### src/rtl/seq_divider_pkg.sv
// Shared types and helpers for the sequential restoring divider.
package seq_divider_pkg;

  typedef enum logic [1:0] {IDLE, RUN, DONE} state_t;

  localparam int unsigned DEF_WIDTH = 8;

  function automatic int unsigned cnt_width(input int unsigned width);
    return $clog2(width);
  endfunction

  // Full-adder cell: returns {carry_out, sum}.
  function automatic logic [1:0] full_add(input logic a, input logic b, input logic cin);
    return {(a & b) | (a & cin) | (b & cin), a ^ b ^ cin};
  endfunction

endpackage

### src/rtl/seq_divider_ripple_sub.sv
// N-bit ripple subtractor a - b built from full-adder cells (inverted b, carry-in 1).
module ripple_sub
  import seq_divider_pkg::*;
#(
  parameter int unsigned N = DEF_WIDTH + 1
) (
  input  logic [N-1:0] a,
  input  logic [N-1:0] b,
  output logic [N-1:0] diff,
  output logic         borrow
);

  logic [N:0] carry;

  assign carry[0] = 1'b1;

  for (genvar i = 0; i < N; i++) begin : g_bit
    assign {carry[i+1], diff[i]} = full_add(a[i], ~b[i], carry[i]);
  end

  assign borrow = ~carry[N];

endmodule

### src/rtl/seq_divider.sv
// Radix-2 restoring divider with start/busy/done handshake; one subtract+shift per cycle.
module seq_divider
  import seq_divider_pkg::*;
#(
  parameter int unsigned WIDTH = DEF_WIDTH
) (
  input  logic             clk,
  input  logic             rst_n,
  input  logic             start,
  input  logic [WIDTH-1:0] dividend,
  input  logic [WIDTH-1:0] divisor,
  output logic             busy,
  output logic             done,
  output logic [WIDTH-1:0] quotient,
  output logic [WIDTH-1:0] remainder,
  output logic             div_by_zero
);

  localparam int unsigned CW = cnt_width(WIDTH);
  localparam logic [CW-1:0] LAST = CW'(WIDTH - 1);

  state_t           state;
  logic [CW-1:0]    cnt;
  logic [WIDTH-1:0] q;
  logic [WIDTH-1:0] r;
  logic [WIDTH-1:0] d;
  logic             dz;

  logic [WIDTH:0]   shin;
  logic [WIDTH:0]   trial;
  logic             borrow;
  logic             accept;
  logic             unused_msb;

  assign shin   = {r, q[WIDTH-1]};
  assign accept = start && (state != RUN);

  ripple_sub #(.N(WIDTH + 1)) u_sub (
    .a      (shin),
    .b      ({1'b0, d}),
    .diff   (trial),
    .borrow (borrow)
  );

  // The partial remainder always stays below the divisor, so WIDTH bits hold it.
  assign unused_msb = trial[WIDTH];

  always_ff @(posedge clk) begin
    if (!rst_n) begin
      state       <= IDLE;
      cnt         <= '0;
      q           <= '0;
      r           <= '0;
      d           <= '0;
      dz          <= 1'b0;
      busy        <= 1'b0;
      done        <= 1'b0;
      quotient    <= '0;
      remainder   <= '0;
      div_by_zero <= 1'b0;
    end else begin
      done <= 1'b0;

      case (state)
        IDLE: ;
        RUN: begin
          if (!borrow) begin
            r <= trial[WIDTH-1:0];
            q <= {q[WIDTH-2:0], 1'b1};
          end else begin
            r <= shin[WIDTH-1:0];
            q <= {q[WIDTH-2:0], 1'b0};
          end
          cnt <= cnt + 1'b1;
          if (cnt == LAST) begin
            state <= DONE;
            busy  <= 1'b0;
          end
        end
        DONE: begin
          done        <= 1'b1;
          quotient    <= q;
          remainder   <= r;
          div_by_zero <= dz;
          state       <= IDLE;
        end
        default: state <= IDLE;
      endcase

      // Zero divisor preloads the final answer and skips straight to DONE.
      if (accept) begin
        d   <= divisor;
        cnt <= '0;
        if (divisor == '0) begin
          q     <= '1;
          r     <= dividend;
          dz    <= 1'b1;
          state <= DONE;
        end else begin
          q     <= dividend;
          r     <= '0;
          dz    <= 1'b0;
          state <= RUN;
          busy  <= 1'b1;
        end
      end
    end
  end

endmodule

### config.mk
export PLATFORM = sky130hd
export DESIGN_NAME = seq_divider
export DESIGN_NICKNAME = d
export VERILOG_FILES = /design/src/rtl/seq_divider_pkg.sv /design/src/rtl/seq_divider_ripple_sub.sv /design/src/rtl/seq_divider.sv
export SDC_FILE = /design/constraint.sdc
export NUM_CORES = 1
export LEC_CHECK = 0
export BUFFER_PORTS_ARGS = -buffer_cell sky130_fd_sc_hd__buf_2
export CAP_MARGIN = 20
export CORE_AREA = 2 2 71 73
export CTS_CLUSTER_DIAMETER = 80
export DETAILED_ROUTE_END_ITERATION = 8
export DIE_AREA = 0 0 73 75
export PLACE_DENSITY = 0.72
export SYNTH_ARGS = -nofsm -noshare
export SYNTH_HDL_FRONTEND = slang
export SYNTH_HIERARCHICAL = 1
export SYNTH_SLANG_ARGS = --single-unit
### constraint.sdc
create_clock -name clk -period 6.05 [get_ports clk]
set_input_delay 1.5125 -clock clk [delete_from_list [all_inputs] [get_ports clk]]
set_output_delay 1.5125 -clock clk [all_outputs]
set_load 0.05 [all_outputs]
==> results of run 1 <==
[per-layer routing]
metal  vias up  GRT usage, %
met5         -             0
li1        949             -
met4         0         10.29
met1       859         27.57
met2        52         29.23
met3        12         2.811
[where the power goes]
part	switching, mW	total [mW]	internal (mW)	leakage (nW)
clock	0.103	0.238	0.135	0.0585
sequential	0.0141	0.352	0.338	0.401
combinational	0.0599	0.111	0.0508	0.641
[worst register-to-register path: stages, from the launching register on]
cell	delay, ns
dfxtp_1	0.38
inv_1	0.06
ha_1	0.20
fa_1	0.38
fa_1	0.39
fa_1	0.39
fa_1	0.39
fa_1	0.40
fa_1	0.41
fa_1	0.39
fa_1	0.57
mux2_2	0.35
o21ai_0	0.20
a21oi_1	0.10
[registers in the layout (all words and copies together), names as in the netlist]
register	cells
d	8
q	8
quotient	8
r	8
remainder	8
cnt	3
state	2
busy	1
div_by_zero	1
done	1
dz	1
[cells in the final DEF, fill, tap and decap left out]
cell type  count
nand2_1       58
mux2_2         8
nor4b_2        7
inv_1         17
fa_1           8
nand3b_1       2
conb_1         1
clkbuf_8       6
and2_1         4
bufinv_16      1
o311ai_0       1
clkbuf_1       1
nand2b_1       3
o21ai_0       17
dfxtp_1       49
ha_1           3
a21oi_1        8
mux2i_1        1
o211ai_4       1
nor2_1        16
nor3_1         7
nand3_1        8
or4_4          2
buf_2         37
nor2_2         1
nor2b_1        2
buf_4          1
a21boi_0      30
[stage by stage]
stage | setup slack, ns | instances | hold WS [ns]
2_1_floorplan | 1.659 | 271 | 0.4412
3_3_place_gp | 1.535 | 346 | 0.4479
3_5_place_dp | 1.376 | 346 | 0.4546
4_1_cts | 1.354 | 354 | 0.4672
5_1_grt | 1.179 | 354 | 0.4872
6_report | 1.334 | 354 | 0.4604
[path summary, 6_finish.rpt]
check / start / end / slack, ns / cells after the start
max: q[7] / r[2] / 1.33 / 13
min: div_by_zero / div_by_zero / 0.46 / 2
max reg2reg: q[7] / r[2] / 1.33 / 13
min reg2reg: div_by_zero / div_by_zero / 0.46 / 2
[area by class of cell]
type	instances	area share, %
Tap cell	54	2.539
Timing Repair Buffer	38	7.240
Sequential cell	49	36.86
Clock buffer	7	3.244
Clock inverter	1	1.128
Multi-Input combinational cell	188	46.59
Inverter	17	2.398
==> flow_summary.json, run 1 <==
{
  "status": "finished, final reports clean",
  "totalWireLength_um": 4685,
  "routabilityCongestion": 0.8261,
  "die_w_um": 73,
  "crit_arrival_ns": 4.90,
  "fill_cells": 435,
  "fmax_mhz": 212.0,
  "synth_nets": 301,
  "hold_buffers": 0,
  "cts_sinks": 49,
  "synthCells": 271,
  "grt_pass1_wl_um": 8190,
  "critPathSlowestCell": "fa_1",
  "drt-met1-wl_um": 2289,
  "drive_above_1_share_pct": 21.33,
  "finalInstanceArea_sq_um": 2661,
  "cts_buffers": 5,
  "portBuffers": 37,
  "start_util_pct": 50.44,
  "io_pins": 38,
  "path_clk_slew_ns": 0.08,
  "period_share_pct": 77.95,
  "critPathMaxStageDelay_ns": 0.57,
  "path_delay_family": "adder cells",
  "netlist_area_sq_um": 2351,
  "placed_cell_area_sq_um": 2545,
  "first_iter_violations": 74,
  "cts_resized": 0,
  "multi_input_area_sq_um": 1240,
  "vias": 1872,
  "cellPowerDensity_nw_per_um2": 263.3,
  "vias_per_cell": 5.288,
  "cp_common_cell": "fa_1",
  "maxSlewHeadroom_pct": 43.25,
  "wl_met2_um": 2064,
  "core_sq_um": 4661,
  "fin_skew_ns": 0.003744,
  "worstSetupPathType": "reg -> reg",
  "htreeDepth": 2,
  "crit_required_ns": 6.24,
  "ir_drop_v": 0.0001049,
  "grt-ovfl-total": 0,
  "post-route-util_pct": 57.10,
  "dieArea_sq_um": 5475,
  "tightest_slew_ns": 0.8512,
  "critPathLaunchType": "register",
  "max-cap-violations": 0,
  "grt_setup_unrepaired": "false",
  "path_max_fanout": 9,
  "clock_latency_ns": 0.30,
  "nets": 329,
  "syn2layout_area_growth_pct": 13.20,
  "routed.top_layer": "met4",
  "setup_viol": 0,
  "grt_usage_pct": 19.57,
  "dr_wl_met3_um": 215,
  "clock-root-buffer": "clkbuf_8",
  "dr.pass1.iters": 4,
  "hp-class": "reg -> reg",
  "finalPower_mw": 0.7007,
  "synth_area_per_cell_sq_um": 8.675,
  "finalSetupTns_ns": 0,
  "crit_path_end_kind": "register",
  "hold_viol_final": 0,
  "fp-row-count": 25,
  "grt_antenna_before_repair": 0,
  "antenna_cells": 0,
  "grt_pass1_vias": 1706,
  "register_area_sq_um": 980.9,
  "leakagePower_nw": 1.100,
  "fp.dieH_um": 75,
  "grt_max_degree": 50,
  "cts_setup_buffers": 0,
  "cts_tree": "built",
  "cts_max_path_buffers": 2,
  "wl_per_cell_um": 13.23,
  "worstPathCellList": "inv_1, ha_1, fa_1, fa_1, fa_1, fa_1, fa_1, fa_1, fa_1, fa_1, mux2_2, o21ai_0, a21oi_1",
  "synth_warnings": 6,
  "drv_slew": 0,
  "dpl.hpwl_um": 3395,
  "crit_buf_inv": 1,
  "antenna_left": 0,
  "drc_errors": 0,
  "post-route-min-period_ns": 4.716
}
Note: power is estimated with default switching activity, not from simulation.
==> run 2, diff against run 1 <==
- clock period: 6.05 -> 4.5 ns (I/O delays scaled with it)
==> run 2 against run 1 <==
Net effect: combinational power is 49% higher; cell count is 1.1% higher; register-to-register slack worse by 1.2 ns; sequential cell count stayed put; critical path type unchanged; critical endpoint is now r[3].
==> flow_summary.json, run 2 (synthesis results as in run 1) <==
{
  "power.internal_mw": 0.6383,
  "netSwitchingFraction_pct": 28.33,
  "placed_cell_area_sq_um": 2552,
  "fp.dieH_um": 75,
  "portBuffers": 37,
  "io_pins": 38,
  "grt_usage_pct": 19.90,
  "worstPathCellList": "inv_1, ha_1, fa_1, fa_2, fa_1, fa_1, fa_2, fa_2, fa_2, fa_2, clkbuf_2, mux2_2, o21ai_0, a21oi_1",
  "crit_path_end_kind": "register",
  "fin_skew_ns": 0.006447,
  "power_frac_seq_pct": 53.1,
  "critPathSlowestCell": "fa_1",
  "cts_buffers": 5,
  "finalInstanceArea_sq_um": 2671,
  "period_share_pct": 96.44,
  "htreeDepth": 2,
  "pwr-share-comb_pct": 18.5,
  "grt_antenna_before_repair": 0,
  "ir_drop_v": 0.0001718,
  "final_common_cell": "nand2_1",
  "cellPowerDensity_nw_per_um2": 333.4,
  "crit_required_ns": 4.69,
  "cts_max_path_buffers": 2,
  "hp-class": "reg -> reg",
  "use_met2_pct": 31.83,
  "crit_arrival_ns": 4.53,
  "mostFrequentLayoutCells": "nand2_1 (58), dfxtp_1 (49), buf_2 (37)",
  "clock-root-buffer": "clkbuf_8",
  "path_max_fanout": 4,
  "busiest_layer": "met2",
  "cp_common_cell": "fa_2",
  "grt-ovfl-total": 0,
  "nets": 333,
  "fp-row-count": 25,
  "post-route-min-period_ns": 4.340,
  "timing.hold.ws_ns": 0.4627,
  "cts_sinks": 49,
  "grt_setup_unrepaired": "false",
  "crit_cells": 14,
  "grt_max_degree": 50,
  "clock_latency_ns": 0.30,
  "vias_per_cell": 5.117,
  "grt_pass1_vias": 1733,
  "leakagePower_nw": 1.100,
  "drv_slew": 0,
  "routabilityCongestion": 0.8342,
  "cts_tree": "built",
  "core_sq_um": 4661,
  "die_w_um": 73,
  "dpl.hpwl_um": 3460,
  "p_switching_mw": 0.2524,
  "start_util_pct": 50.44,
  "tightest_slew_ns": 0.9088,
  "antenna_left": 0,
  "grt_pass1_wl_um": 8328,
  "maxSlewHeadroom_pct": 39.41,
  "hold_viol_final": 0,
  "met1_usage_pct": 27.39,
  "hold_depth": 2,
  "crit_buf_inv": 2,
  "met3_usage_pct": 2.945,
  "fmax_mhz": 230.4,
  "setup_viol": 0,
  "max-cap-violations": 0,
  "critPathMaxStageDelay_ns": 0.40,
  "critPathLaunchType": "register",
  "worstSetupPathType": "reg -> reg",
  "r2r_cells": 14,
  "first_iter_violations": 98,
  "drc_errors": 0,
  "finalPower_mw": 0.8907,
  "path_delay_family": "adder cells",
  "post-route-util_pct": 57.32,
  "clock_power_share_pct": 28.4,
  "drive_above_1_share_pct": 24.34,
  "antenna_cells": 0,
  "syn2layout_area_growth_pct": 13.62,
  "dieArea_sq_um": 5475,
  "vias": 1832,
  "finalSetupTns_ns": 0,
  "dr.pass1.iters": 4,
  "wl_per_cell_um": 13.89,
  "totalWireLength_um": 4971,
  "path_clk_slew_ns": 0.09,
  "status": "finished, final reports clean",
  "fill_cells": 430
}
run 2: worst reg2reg max path, cell delays in order (launching register included):
cell and delay [ns]:
dfxtp_1 0.33, inv_1 0.04, ha_1 0.19, fa_1 0.38, fa_2 0.35, fa_1 0.40
fa_1 0.40, fa_2 0.35, fa_2 0.36, fa_2 0.36, fa_2 0.37, clkbuf_2 0.17
mux2_2 0.28, o21ai_0 0.15, a21oi_1 0.09
run 2: path summary, 6_finish.rpt:
kind                     start  slack (ns)           end
hold / removal    remainder[4]        0.46  remainder[4]
hold reg to reg   remainder[4]        0.46  remainder[4]
setup reg to reg          q[7]        0.16          r[3]
setup / recovery          q[7]        0.16          r[3]
run 2: final cells by class:
cell class	count	area [sq um]	share of cell area [%]
repair buffers	42	220.2	8.244
inverters	17	63.81	2.389
clock buffers	5	68.82	2.576
well taps	54	67.56	2.529
flip-flops and latches	49	980.9	36.72
clock inverters	3	17.52	0.6557
multi-input cells	188	1252	46.89
run 2: per-stage QoR:
stage | std cells | worst slack [ns]
after floorplan | 271 | 0.1091
after global placement | 347 | 0.03339
after detailed placement | 347 | -0.08697
after global routing | 358 | 0.04728
after CTS | 355 | 0.01469
final | 358 | 0.1601
run 2: layer usage:
metal | share of wire (%) | wire length [um]
met2 | 45 | 2220
met4 | 1.6 | 82
met1 | 51 | 2515
met5 | 0 | 0
met3 | 3.1 | 153
run 2: what timing repair did:
action / CTS / global route
setup buffers: 0 / 2
endpoints found under the setup margin: 8 / 8
resized for setup: 1 / 7
pin swaps: 0 / 1
hold buffers: 0 / 0
run 2: power by group through the flow:
stage                     Sequential (mW)  Combinational [mW]  Clock [mW]
after detailed placement            0.482               0.153           0
final                               0.473               0.165       0.253
after global routing                0.475               0.186       0.274
after global placement              0.482               0.147           0
after floorplan                     0.480               0.115           0
after CTS                           0.472               0.156       0.260
